--- src/rtl/fifo_arb_rr_wr.sv ---
// Round-robin write arbiter in front of a single FIFO write port, with packet
// locking: a requester that wins with a non-last beat keeps the port until its last beat.
module fifo_arb_rr_wr #(
  parameter int REQ_NUM    = 4,
  parameter int DATA_WIDTH = 32,
  parameter int REQ_WIDTH  = (REQ_NUM > 1) ? $clog2(REQ_NUM) : 1
) (
  input  logic                          i_clk,
  input  logic                          i_rst_n,
  input  logic [REQ_NUM-1:0]            i_req_valid,
  input  logic [REQ_NUM-1:0]            i_req_last,
  input  logic [REQ_NUM*DATA_WIDTH-1:0] i_req_data,
  output logic [REQ_NUM-1:0]            o_req_ready,
  input  logic                          i_fifo_full,
  output logic                          o_fifo_wr_en,
  output logic [DATA_WIDTH-1:0]         o_fifo_wr_data,
  output logic [REQ_WIDTH-1:0]          o_fifo_wr_id,
  output logic                          o_busy
);

  localparam logic [0:0]           ST_IDLE  = 1'b0;
  localparam logic [0:0]           ST_LOCK  = 1'b1;
  localparam logic [REQ_WIDTH-1:0] LAST_IDX = REQ_WIDTH'(REQ_NUM - 1);
  localparam logic [REQ_WIDTH:0]   NUM_EXT  = (REQ_WIDTH + 1)'(REQ_NUM);

  logic [0:0]           r_state;
  logic [REQ_WIDTH-1:0] r_ptr;
  logic [REQ_WIDTH-1:0] r_owner;

  logic [REQ_WIDTH-1:0] sel;
  logic [REQ_WIDTH-1:0] sel_next_ptr;
  logic                 sel_valid;
  logic                 sel_last;
  logic                 fire;
  logic [REQ_WIDTH:0]   idx;

  // NOTE: every signal driven in always_comb gets a default at the top so no
  // path leaves it unassigned; otherwise synthesis infers a latch.
  always_comb begin
    sel       = '0;
    sel_valid = 1'b0;
    idx       = '0;
    if (r_state == ST_LOCK) begin
      sel       = r_owner;
      sel_valid = i_req_valid[r_owner];
    end else begin
      // Scan from r_ptr upward; the sum is wrapped by REQ_NUM, not by 2^REQ_WIDTH.
      for (int i = 0; i < REQ_NUM; i++) begin
        idx = {1'b0, r_ptr} + (REQ_WIDTH + 1)'(i);
        if (idx >= NUM_EXT) idx = idx - NUM_EXT;
        if (!sel_valid && i_req_valid[idx[REQ_WIDTH-1:0]]) begin
          sel_valid = 1'b1;
          sel       = idx[REQ_WIDTH-1:0];
        end
      end
    end
  end

  assign sel_last     = i_req_last[sel];
  assign fire         = sel_valid && !i_fifo_full;
  assign sel_next_ptr = (sel == LAST_IDX) ? '0 : sel + REQ_WIDTH'(1);

  always_comb begin
    o_fifo_wr_data = '0;
    o_req_ready    = '0;
    for (int k = 0; k < REQ_NUM; k++) begin
      if (sel == REQ_WIDTH'(k)) begin
        o_fifo_wr_data = i_req_data[k*DATA_WIDTH +: DATA_WIDTH];
        o_req_ready[k] = fire;
      end
    end
  end

  assign o_fifo_wr_en = fire;
  assign o_fifo_wr_id = sel;
  assign o_busy       = (r_state == ST_LOCK);

  // NOTE: sequential state uses non-blocking assignments so every register
  // samples pre-edge values, independent of statement order.
  always_ff @(posedge i_clk or negedge i_rst_n) begin
    if (!i_rst_n) begin
      r_state <= ST_IDLE;
      r_ptr   <= '0;
      r_owner <= '0;
    end else if (fire) begin
      if (r_state == ST_IDLE) begin
        if (sel_last) begin
          r_ptr <= sel_next_ptr;
        end else begin
          r_state <= ST_LOCK;
          r_owner <= sel;
        end
      end else if (sel_last) begin
        // In LOCK sel equals r_owner, so sel_next_ptr is owner+1 wrapped.
        r_state <= ST_IDLE;
        r_ptr   <= sel_next_ptr;
      end
    end
  end

endmodule

--- config.mk ---
export PLATFORM = sky130hd
export DESIGN_NAME = fifo_arb_rr_wr
export DESIGN_NICKNAME = d
export VERILOG_FILES = /design/src/rtl/fifo_arb_rr_wr.sv
export SDC_FILE = /design/constraint.sdc
export NUM_CORES = 1
export LEC_CHECK = 0
export CORE_UTILIZATION = 24
export CTS_CLUSTER_SIZE = 10
export DETAILED_ROUTE_END_ITERATION = 10
export PLACE_DENSITY = 0.78
export SETUP_SLACK_MARGIN = 0.3
export SYNTH_ARGS = -nofsm -noshare
export SYNTH_HDL_FRONTEND = slang
export SYNTH_SLANG_ARGS = --single-unit
--- constraint.sdc ---
create_clock -name i_clk -period 2.25 [get_ports i_clk]
set_input_delay 0.225 -clock i_clk [delete_from_list [all_inputs] [get_ports i_clk]]
set_output_delay 0.225 -clock i_clk [all_outputs]
set_load 0.005 [all_outputs]
; ---- Word-level counts from Yosys, hierarchy flattened
; Cells that the tools add are included.
; Widths: inputs -> output; s select.
[op_classes]
n_addsub = 8
n_lt_le_gt_ge = 10
eq_ne = 3
n_mux = 43
bitwise_logic = 2
reduce_logical = 11
[op_table]
columns = op, n
row1 = $mux 32, 4
row2 = $mux 2, 14
row3 = $mux 1, 19
row4 = $lt 2x3->1 const B, 6
row5 = $bmux 1 s2, 6
row6 = $ge 3x3->1 const B, 3
row7 = $sub 2x1->2 const B, 4
row8 = $add 2x2->3 const B, 2
row9 = $eq 2x2->1 const B, 2
row10 = $logic_and 1x1->1, 4
row11 = $logic_not 1->1, 4
row12 = $add 2x1->3 const B, 1
row13 = $ge 2x3->1 const B, 1
row14 = $reduce_and 3->1, 1
row15 = $add 2x1->2 const B, 1
row16 = $eq 2x1->1 const B, 1
row17 = $logic_not 2->1, 1
row18 = $not 1->1, 2
row19 = $reduce_and 2->1, 1
[word_totals]
ff_bits = 5
in_bits = 139
output_inout_bits = 40
elab_cells = 80

; ---- Logic depth before layout (Yosys ltp)
[logic_depth]
word_depth = 24
ltp_mapped = 12
depth_no_buf = 11

; ---- Least setup slack after synthesis
; Ideal clock, no wire load.
[synth_path]
path_type = reg2out
from = register r_state (netlist: o_busy)
to = output o_fifo_wr_data[10]
arrival_time_ns = 2.400
required_ns = 2.025
setup_slack_ns = -0.375
stages_incl_launch_ff = 11
n_path_buf = 3
cell_sequence = dfrtp_1 > clkbuf_2 > a21o_1 > o31ai_2 > ha_1 > clkbuf_1 > clkbuf_1 > a22oi_1 > nor2_1 > a21oi_1 > o21ai_0
[synth_between]
elab_chain_len = 6
elab_cells_between_ends = 9
cone_classes = 3 x eq/ne / 5 x mux / 1 x reduce/logical
[synth_rtl]
columns = element, line
row1 = start: declaration, 26  ; logic [0:0] r_state;
row2 = start signal: assignment, 82  ; r_state <= ST_IDLE;
row3 = start signal: assignment, 90  ; r_state <= ST_LOCK;
row4 = start signal: assignment, 95  ; r_state <= ST_IDLE;
row5 = $mux 2 *, 43  ; if (r_state == ST_LOCK) begin
row6 = via o_fifo_wr_id[0], 17  ; output logic [REQ_WIDTH-1:0] o_fifo_wr_id,
row7 = $logic_not 2->1, 67  ; if (sel == REQ_WIDTH'(k)) begin
row8 = $mux 32 (3 in series), 67
row9 = $mux 32 *, 67
row10 = end: declaration, 16  ; output logic [DATA_WIDTH-1:0] o_fifo_wr_data,
; Mark *: on every way through the listed nets, which the timed path passes. The rest lies on a longest branch.

; ---- Final worst setup path
[layout_path]
from = register r_ptr[1]
to = output o_fifo_wr_data[10]
[layout_between]
elab_chain_len = 24
elab_cells_between_ends = 52
cone_classes = 7 x add/sub / 4 x order compare / 3 x eq/ne / 31 x mux / 7 x reduce/logical
[layout_rtl]
columns = element, line
row1 = start: declaration, 27  ; logic [REQ_WIDTH-1:0] r_ptr;
row2 = start signal: assignment, 88  ; r_ptr <= sel_next_ptr;
row3 = start signal: assignment, 96  ; r_ptr <= sel_next_ptr;
row4 = $ge 2x3->1 or $sub 2x1->2 (tied branches), 50  ; if (idx >= NUM_EXT) idx = idx - NUM_EXT;
row5 = $mux 2, 50
row6 = $mux 2, 43
row7 = $bmux 1 s2, 51  ; if (!sel_valid && i_req_valid[idx[REQ_WIDTH-1:0]]) begin
row8 = $mux 1 (implied by the code), 51
row9 = $mux 1, 51
row10 = $mux 1, 43
row11 = $logic_not 1->1, 51
row12 = [... 6 more ...], --
row13 = $mux 1, 43
row14 = $logic_not 1->1, 51
row15 = $logic_and 1x1->1, 51
row16 = $mux 2 *, 51
row17 = $mux 2 *, 43
row18 = $logic_not 2->1, 67
row19 = $mux 32 (3 in series), 67
row20 = $mux 32 *, 67
; Every way passes the cells marked *; elsewhere a longest branch is shown, timed or not. The select of a mux whose other input is x is not followed.

==> impl_metrics.tcl <==
set metrics [dict create \
    status "finished, violations left" \
    violations "setup timing" \
    grt_pass1_vias 2708 \
    finalHoldViolations 0 \
    endpoint_kind "output pin" \
    clockBufferDepth 2 \
    cts.sinks 5 \
    dieArea_mm2 0.00638 \
    ys.warnings.count 0 \
    syn_to_final_growth_pct 211 \
    whs_ns 0.240 \
    p_leak_uw 0.00185 \
    antenna_left 0 \
    route.detailed.drc 0 \
    synthesis.nets 391 \
    cp_common_cell "buf_4" \
    synth.distinct_cells 33 \
    drive_gt1_frac 0.443 \
    cts.htree.levels 1 \
    drv_cap 0 \
    seq_area_um2 126 \
    initial_core_util 0.247 \
    async_reset_ff_frac 1.00 \
    drt-vias-per-instance 5.22 \
    worstSkewPairLatency_ns 0.22 \
    design_area_mm2 0.00453 \
    vias 2915 \
    fillers 391 \
    crit_chain "mux2i_1 > nor2_2 > o31ai_4 > inv_2 > buf_4 > buf_4 > ha_4 > buf_12 > buf_16 > nor2_1 > a21oi_1 > o21ai_1 > buf_2" \
    cts_root_buffer "clkbuf_8" \
    slew_headroom 0.742 \
    ys_ff_latch 5 \
    p_per_area_mw_per_mm2 1220 \
    skew_ns 0.000239 \
    setup_viol 34 \
    antenna_found_initial 0 \
    crit_fanout 10 \
    final_max_slew_viol_count 0 \
    grt_pass1_wl_um 13900 \
    finalCritPeriodShare 1.21 \
    syn_avg_cell_area_um2 5.87 \
    timing.final.ws_setup_ns -0.465 \
    rows 28 \
    ys_seq_area_frac 0.0859 \
    fp.dieH_um 79.9 \
    r2r_cells 10 \
    routed_wl_um 10100 \
    grt_setup_unrepaired "yes" \
    fmax_mhz 368 \
    crit_path_start_kind "flop" \
    layout_min_cycle_time_ns 2.72 \
    hold_path_class "primary input to asynchronous set/reset pin" \
    postSynthCellCount 248 \
    nets 627 \
    grt_max_degree 29 \
    core_area_mm2 0.00589 \
    slowest_stage "dfrtp_2" \
    arrival_ns 2.49 \
    io_pins 179 \
    place_area_mm2 0.00362 \
    crit_required_ns 2.03 \
    vdd_ir_drop_max_v 0.000653 \
    r2r_slack_ns -0.03 \
    tritoncts "built" \
    die_x_um 79.9 \
    grt_remaining_overflow 0 \
    syn_area_mm2 0.00146 \
    grt_util_all_layers 0.282 \
    drt_pass1_iterations 7 \
    critPathKind "flop to output pin" \
    slowest_delay_ns 0.38 \
    worst_slew_pin_slew_ns 0.384 \
    diodes 0 \
    place_congestion 0.923 \
    path_clk_slew_ns 0.03 \
    synth_edf_count 0 \
    hpwl_um 6150 \
    drtIter0Drc 115 \
    cts_buffers 3 \
    synth-main-ff-cell "dfrtp_1" \
    port_buffers 178 \
    multiInputGateArea_mm2 0.00164 \
    wl_per_cell_um 18.1 \
]
[sequential cells by signal, summed over array words and instances (netlist names)]
signal   cells
r_ptr        2
r_owner      2
o_busy       1
[critical path, delay by kind of cell (launching register included)]
family,cells,cell delay [ns]
AO/OA/AOI/OAI,3,0.47
AND/OR/NAND/NOR,2,0.19
flip-flops,1,0.38
buffers and inverters,6,0.80
adder cells (fa/ha/maj),1,0.22
multiplexers,1,0.22
[synthesized netlist by cell type (2+ instances only)]
cell | n | area share
nand2_1 | 40 | 0.10
a21oi_1 | 39 | 0.13
nor2_1 | 37 | 0.095
o21ai_0 | 34 | 0.12
a22oi_1 | 31 | 0.16
clkbuf_1 | 21 | 0.054
dfrtp_1 | 5 | 0.086
and2_1 | 4 | 0.017
ha_1 | 4 | 0.034
inv_1 | 3 | 0.0077
mux2_4 | 3 | 0.031
nor2b_1 | 3 | 0.013
or3_1 | 3 | 0.013
mux2i_1 | 2 | 0.014
[worst paths after layout]
check | start | to
min in group i_clk | r_ptr[0] | r_ptr[0]
max in group asynchronous | i_rst_n | r_ptr[1]
hold / removal | i_rst_n | r_ptr[0]
hold reg to reg | r_ptr[0] | r_ptr[0]
setup / recovery | r_ptr[1] | o_fifo_wr_data[10]
setup reg to reg | r_ptr[1] | r_ptr[1]
[through the flow]
stage	util	setup TNS (ns)	instances	total power, µW	setup WS [ns]
6_report	0.770	-12.99	558	5520	-0.465
5_1_grt	0.770	-16.69	558	5830	-0.594
4_1_cts	0.728	-12.84	550	4970	-0.472
3_5_place_dp	0.615	-27.04	512	3780	-0.799
3_3_place_gp	0.615	-26.63	512	3750	-0.789
2_1_floorplan	-	-2.90	248	1910	-0.104
[power breakdown]
| part | switching [µW] | leakage [µW] | internal (µW) | total [µW] |
|---|---|---|---|---|
| registers | 35.9 | 0.0000513 | 125 | 161 |
| clock network | 40.9 | 0.0000228 | 121 | 162 |
| logic | 2340 | 0.00177 | 2860 | 5200 |
| total | 2410 | 0.00185 | 3110 | 5520 |
[cells in the final DEF, fill, tap and decap left out, types with 7 or more instances in the layout]
cell type,instances
buf_2,35
buf_16,7
buf_4,32
a21oi_1,14
a21oi_2,23
buf_6,25
a22oi_2,28
nor2_2,15
nor2_1,18
nand2_1,38
buf_12,12
clkdlybuf4s50_1,135
o21ai_1,33
[logic make-up (layout without fill, tap and decap cells)]
logic type	Yosys count	count (layout)	synth area share
AOI/OAI and AO/OA	112	112	0.473
adders and majority gates	4	4	0.0344
buffers and inverters	27	262	0.0704
DFF	5	5	0.0859
muxes	7	7	0.0704
and+or+nand+nor	93	93	0.266
[area by class of cell]
| type | count | share of cell area |
|---|---|---|
| Sequential cell | 5 | 0.0279 |
| Inverter | 4 | 0.00331 |
| Timing Repair Buffer | 254 | 0.577 |
| Tap cell | 75 | 0.0207 |
| Clock buffer | 4 | 0.00994 |
| Multi-Input combinational cell | 216 | 0.361 |
[timing repair]
item	4_1_cts	5_1_grt
pin swaps	38	26
gates cloned	8	2
buffers inserted	26	6
gates resized for setup	256	34
endpoints found under the setup margin	44	44
hold buffers	0	0
[layer usage]
layer  up-vias  track usage  routed length (µm)
met2       133        0.513                5170
met3        22       0.0686                 834
met1      1384        0.327                3900
met4         0       0.0696                 210
li1       1376            -                   -
met5         -            0                   0
No activity file was read; power rests on OpenSTA's default activity.
